--- src/rtl/led_string_driver.sv ---
// Purpose: serialises 24-bit RGB pixels onto a single-wire LED string (GRB order, MSB first), then holds the line low to latch the frame.
// Latency: a pixel sitting in the hold register starts on the wire one edge later; back-to-back pixels follow with no gap cycles.
// Backpressure: a one-entry hold register; rgb_ready_o drops while it is full, including during the latch period.
module led_string_driver #(
    parameter int NUM_LEDS = 12,
    parameter int T0H      = 20,
    parameter int T1H      = 40,
    parameter int T_BIT    = 62,
    parameter int T_LATCH  = 2500
) (
    input  logic        clk,
    input  logic        rst,
    input  logic [23:0] rgb_i,
    input  logic        rgb_valid_i,
    output logic        rgb_ready_o,
    output logic        data_o,
    output logic        busy_o,
    output logic        frame_done_o,
    output logic        underrun_o
);

    localparam int CW = (T_BIT > 1)    ? $clog2(T_BIT)    : 1;
    localparam int BW = $clog2(24);
    localparam int PW = (NUM_LEDS > 1) ? $clog2(NUM_LEDS) : 1;
    localparam int LW = (T_LATCH > 1)  ? $clog2(T_LATCH)  : 1;

    localparam logic [CW-1:0] CYC_LAST = CW'(T_BIT - 1);
    localparam logic [CW-1:0] T0H_C    = CW'(T0H);
    localparam logic [CW-1:0] T1H_C    = CW'(T1H);
    localparam logic [BW-1:0] BIT_LAST = BW'(23);
    localparam logic [PW-1:0] PIX_LAST = PW'(NUM_LEDS - 1);
    localparam logic [LW-1:0] LAT_LAST = LW'(T_LATCH - 1);
    localparam logic [LW-1:0] LAT_PRE  = LW'((T_LATCH > 1) ? T_LATCH - 2 : 0);

    typedef enum logic [1:0] {
        IDLE  = 2'd0,
        SHIFT = 2'd1,
        WAIT  = 2'd2,
        LATCH = 2'd3
    } state_t;

    state_t        state;
    logic [23:0]   hold_rgb;
    logic          hold_valid;
    logic [23:0]   shift_reg;
    logic [BW-1:0] bit_cnt;
    logic [CW-1:0] cyc_cnt;
    logic [PW-1:0] pix_cnt;
    logic [LW-1:0] latch_cnt;

    logic accept;
    logic load;
    logic bit_end;
    logic pix_end;
    logic frame_end;
    logic lat_end;

    assign rgb_ready_o = !hold_valid;
    assign accept      = rgb_valid_i && rgb_ready_o;
    assign busy_o      = (state != IDLE);

    // Decode period boundaries and whether the hold register is consumed this edge.
    always_comb begin
        bit_end   = (cyc_cnt == CYC_LAST);
        pix_end   = bit_end && (bit_cnt == BIT_LAST);
        frame_end = pix_end && (pix_cnt == PIX_LAST);
        lat_end   = (latch_cnt == LAT_LAST);
        load      = 1'b0;
        case (state)
            IDLE:    load = hold_valid;
            SHIFT:   load = pix_end && !frame_end && hold_valid;
            WAIT:    load = hold_valid;
            LATCH:   load = lat_end && hold_valid;
            default: load = 1'b0;
        endcase
    end

    // Hold register: accept only happens when empty and load only when full, so the two never collide.
    always_ff @(posedge clk or negedge rst) begin
        if (!rst) begin
            hold_valid <= 1'b0;
            hold_rgb   <= '0;
        end else if (accept) begin
            hold_valid <= 1'b1;
            hold_rgb   <= rgb_i;
        end else if (load) begin
            hold_valid <= 1'b0;
        end
    end

    // Line FSM: bit timing, pixel/frame sequencing and registered line/pulse outputs.
    always_ff @(posedge clk or negedge rst) begin
        if (!rst) begin
            state        <= IDLE;
            shift_reg    <= '0;
            bit_cnt      <= '0;
            cyc_cnt      <= '0;
            pix_cnt      <= '0;
            latch_cnt    <= '0;
            data_o       <= 1'b0;
            frame_done_o <= 1'b0;
            underrun_o   <= 1'b0;
        end else begin
            frame_done_o <= 1'b0;
            underrun_o   <= 1'b0;
            case (state)
                IDLE: begin
                    data_o <= 1'b0;
                end
                SHIFT: begin
                    if (!bit_end) begin
                        // Within a bit: line stays high until the bit's high time has elapsed.
                        cyc_cnt <= cyc_cnt + CW'(1);
                        data_o  <= (cyc_cnt + CW'(1)) < (shift_reg[23] ? T1H_C : T0H_C);
                    end else if (!pix_end) begin
                        shift_reg <= {shift_reg[22:0], 1'b0};
                        bit_cnt   <= bit_cnt + BW'(1);
                        cyc_cnt   <= '0;
                        data_o    <= 1'b1;
                    end else if (frame_end) begin
                        state        <= LATCH;
                        latch_cnt    <= '0;
                        pix_cnt      <= '0;
                        data_o       <= 1'b0;
                        frame_done_o <= (T_LATCH == 1);
                    end else begin
                        // Mid-frame pixel boundary; the frame position survives a starvation gap.
                        pix_cnt <= pix_cnt + PW'(1);
                        if (!hold_valid) begin
                            state      <= WAIT;
                            data_o     <= 1'b0;
                            underrun_o <= 1'b1;
                        end
                    end
                end
                WAIT: begin
                    data_o <= 1'b0;
                end
                LATCH: begin
                    data_o <= 1'b0;
                    if (lat_end) begin
                        if (!hold_valid) begin
                            state <= IDLE;
                        end
                    end else begin
                        latch_cnt    <= latch_cnt + LW'(1);
                        frame_done_o <= (latch_cnt == LAT_PRE);
                    end
                end
                default: begin
                    state  <= IDLE;
                    data_o <= 1'b0;
                end
            endcase
            // Starting a pixel overrides the per-state updates above; wire order is G, R, B.
            if (load) begin
                state     <= SHIFT;
                shift_reg <= {hold_rgb[15:8], hold_rgb[23:16], hold_rgb[7:0]};
                bit_cnt   <= '0;
                cyc_cnt   <= '0;
                data_o    <= 1'b1;
            end
        end
    end

endmodule

--- config.mk ---
export PLATFORM = sky130hd
export DESIGN_NAME = led_string_driver
export DESIGN_NICKNAME = d
export VERILOG_FILES = /design/src/rtl/led_string_driver.sv
export SDC_FILE = /design/constraint.sdc
export NUM_CORES = 1
export LEC_CHECK = 0
export BUFFER_PORTS_ARGS = -buffer_cell sky130_fd_sc_hd__clkbuf_2
export CAP_MARGIN = 30
export CORE_MARGIN = 2
export CORE_UTILIZATION = 59
export CTS_CLUSTER_SIZE = 25
export DETAILED_ROUTE_END_ITERATION = 8
export PLACE_DENSITY = 0.79
export SYNTH_ARGS = -nofsm -noshare
export SYNTH_HDL_FRONTEND = slang
export SYNTH_SLANG_ARGS = --single-unit
--- constraint.sdc ---
create_clock -name clk -period 2.62 [get_ports clk]
set_input_delay 0.524 -clock clk [delete_from_list [all_inputs] [get_ports clk]]
set_output_delay 0.524 -clock clk [all_outputs]
set_load 0.005 [all_outputs]
==> flow_metrics.py <==
metrics = {
    "timing": {
        "min_period_ns": 2.40,
        "maxSlewHeadroom_pct": 37.6,
        "skew_ns": 0.00957,
        "final-hold-violation-count": 0,
        "finalMaxSlewViolations": 0,
        "layout_setup_ws_ns": 0.216,
        "fmax_ghz": 0.416,
        "setup_viol_count_final": 0,
        "rsz0062_at_grt": "no",
        "tightestPinTransition_ns": 0.930,
        "setup_tns_ns": 0,
        "period_share_pct": 91.8,
    },
    "placement": {
        "place_congestion": 0.871,
        "io_buffer_count": 31,
        "dp_slack_ns": 0.245,
        "dp_hpwl_um": 4680,
    },
    "synth": {
        "syn-instance-count": 325,
        "synth_area_leader_cell": "dfrtp_1",
        "synth_flop_cell": "dfrtp_1",
        "syn_area_um2": 3940,
        "synthArstFlopShare_pct": 100,
        "yosysSeqAreaShare_pct": 51.4,
        "synth.distinct_cells": 48,
        "syn_nets": 361,
        "synth.top_cell.area_share_pct": 51.4,
        "synthTopCellsByArea": "dfrtp_1 51%, mux2_2 20%, ha_1 2.9%",
        "yosysWarningCount": 0,
        "syn_area_per_cell_um2": 12.1,
        "yosys_register_bits": 81,
        "synth_edf_count": 0,
    },
    "clock_network": {
        "clock_path_buffers": 2,
        "post_cts_resized": 0,
        "cts_root_buf": "clkbuf_8",
        "cts_sinks": 81,
        "htreeDepth": 3,
        "numCtsBuffers": 9,
        "hold_buffers": 0,
        "clkLatencyLatePin_ns": 0.35,
        "cts.clk_slew.worst_paths_ns": 0.08,
        "postCtsSetupBuffers": 0,
        "tritoncts": "built",
    },
    "min_path": {
        "hold_class": "input pin to asynchronous set/reset pin",
    },
    "grt": {
        "grt_max_degree": 44,
        "grt_remaining_overflow": 0,
        "globalRouteTotalUtil_pct": 20.1,
        "antenna_found_initial": 0,
        "grt_pass1_wl_um": 11600,
        "grt_pass1_vias": 2574,
    },
    "worst_setup_path": {
        "cp_slowest_cell": "or4_4",
        "path_cells": "or4_4, nor4_1, a311oi_1, a211o_1",
        "crit_path_max_incr_delay_ns": 0.57,
        "critPathMaxFanout": 6,
        "ff2ff_path_depth": 4,
        "cp-end-kind": "register",
        "critPathKind": "register to register",
        "path_depth": 4,
        "crit_start": "latch_cnt[2]$_DFFE_PN0P_",
        "worst-path-buf-inv": 0,
        "crit_end": "cyc_cnt[2]$_DFFE_PN0P_",
        "crit_required_ns": 2.86,
        "cp_top_family": "simple AND/OR/NAND/NOR gates",
        "reg2reg_to": "cyc_cnt[2]$_DFFE_PN0P_",
        "r2r-start": "latch_cnt[2]$_DFFE_PN0P_",
        "ff2ff_setup_slack_ns": 0.22,
        "critPathLaunchType": "register",
        "worst_ep_arrival_time_ns": 2.64,
    },
    "drt": {
        "wl_per_cell_um": 14.8,
        "dr.pass1.iters": 7,
        "wirelength_um": 6590,
        "drt-initial-drc-count": 156,
        "drc": 1,
        "vias_per_cell": 5.71,
        "dr_total_vias": 2545,
        "ant_nets": 0,
    },
    "die": {
        "die_w_um": 85.7,
        "die-area_um2": 7350,
        "rows": 29,
        "core_um2": 6420,
        "die_y_um": 85.7,
        "initial_core_util_pct": 61.4,
        "ios": 32,
    },
    "finish": {
        "drive_gt1_share_pct": 36.3,
        "antenna_cells": 0,
        "num-nets-final": 400,
        "syn2layout_area_growth_pct": 12.2,
        "seqCellArea_um2": 2030,
        "multi_input_area_um2": 1810,
        "fillCellCount": 476,
    },
    "run_status": {
        "status": "complete, but fails checks",
        "violations": "DRC",
    },
    "job": {
        "max_cap_viol_count": 0,
    },
    "power": {
        "leakage_uw": 0.00204,
        "powerDensity_nw_per_um2": 800,
        "irDropWorstVdd_mv": 0.533,
    },
}
## worst min-delay path by stage
| stage | startpoint | to | cells after the start |
|---|---|---|---|
| floorplan | rst | bit_cnt[0]$_DFFE_PN0P_ | 0 |
| global placement | hold_rgb[14]$_DFFE_PN0P_ | shift_reg[22]$_DFFE_PN0P_ | 1 |
| detailed placement | hold_rgb[16]$_DFFE_PN0P_ | hold_rgb[16]$_DFFE_PN0P_ | 1 |
| CTS | rst | bit_cnt[0]$_DFFE_PN0P_ | 1 |
| global route | rst | hold_rgb[2]$_DFFE_PN0P_ | 1 |
| finish | rst | hold_rgb[3]$_DFFE_PN0P_ | 1 |
## worst reg2reg max path: cells and delay by family, from the launching register on
family / cells / cell delay, ns
flip-flops: 1 / 0.43
AND/OR/NAND/NOR: 2 / 1.12
AO/OA/AOI/OAI: 2 / 0.75
## metal layers
metal | track usage, % | vias up | routed length (µm)
met5 | 0 | - | 0
met4 | 8.66 | 0 | 118
met3 | 4.72 | 11 | 264
met2 | 32.2 | 51 | 3140
met1 | 26.5 | 1232 | 3070
li1 | - | 1251 | -
## through the flow
stage | cell area, µm² | cells | utilization, % | power, µW | hold WS [ns]
after global placement | 4200 | 430 | 65.5 | 2520 | 0.488
after global routing | 4420 | 446 | 68.9 | 3770 | 0.182
after CTS | 4420 | 446 | 68.9 | 3580 | 0.157
final | 4420 | 446 | 68.9 | 3540 | 0.154
after detailed placement | 4200 | 430 | 65.5 | 2580 | 0.492
after floorplan | 3940 | 325 | - | 2370 | 0.228
## cells in the mapped netlist, drive strengths merged, types with 2 or more instances
cell type / n
a21oi: 9
a22o: 4
and4: 2
buf: 5
clkbuf: 7
dfrtp: 81
ha: 9
inv: 13
mux2: 72
mux2i: 2
nand2: 15
nand2b: 2
nand3: 7
nand4: 9
nor2: 19
nor2b: 2
nor3: 3
nor3b: 2
nor4: 7
o211ai: 4
o21ai: 14
o22ai: 2
or2: 2
or3: 3
xnor2: 8
xor2: 5
## final cells by class
| class | instances | area share, % |
|---|---|---|
| Clock buffer | 10 | 2.89 |
| Clock inverter | 6 | 2.07 |
| Inverter | 13 | 1.10 |
| Multi-Input combinational cell | 219 | 40.8 |
| Sequential cell | 81 | 45.8 |
| Tap cell | 77 | 2.18 |
| Timing Repair Buffer | 40 | 5.09 |
## where the power goes
group | total [µW] | switching [µW] | internal [µW]
Sequential | 1770 | 206 | 1560
Combinational | 776 | 288 | 488
Clock | 993 | 451 | 542
## cell usage in the layout, fill, tap and decap left out, types with 2 or more instances in the layout
master and n:
a21oi_1 9, a22o_1 4, buf_4 10, bufinv_16 2
clkbuf_2 30, clkbuf_8 9, clkinvlp_4 2, dfrtp_1 81
ha_1 9, inv_1 13, mux2_2 71, mux2i_1 2
nand2_1 15, nand2b_1 2, nand3_1 7, nand4_1 9
nor2_1 19, nor3_1 3, nor3b_1 2, nor4_1 7
o211ai_1 3, o21ai_0 14, o22ai_1 2, or2_2 2
or3_1 3, xnor2_1 8, xor2_1 5
## cell families after synthesis
kind of cell / after synthesis / synth area share, %
AOI/OAI and AO/OA: 42 / 7.68
xor gates and xnor gates: 13 / 2.89
adders and majority gates: 9 / 2.86
buffers and inverters: 25 / 2.79
DFF: 81 / 51.4
muxes: 74 / 21.2
and+or+nand+nor: 81 / 11.2
(Power assumes the default switching activity.)
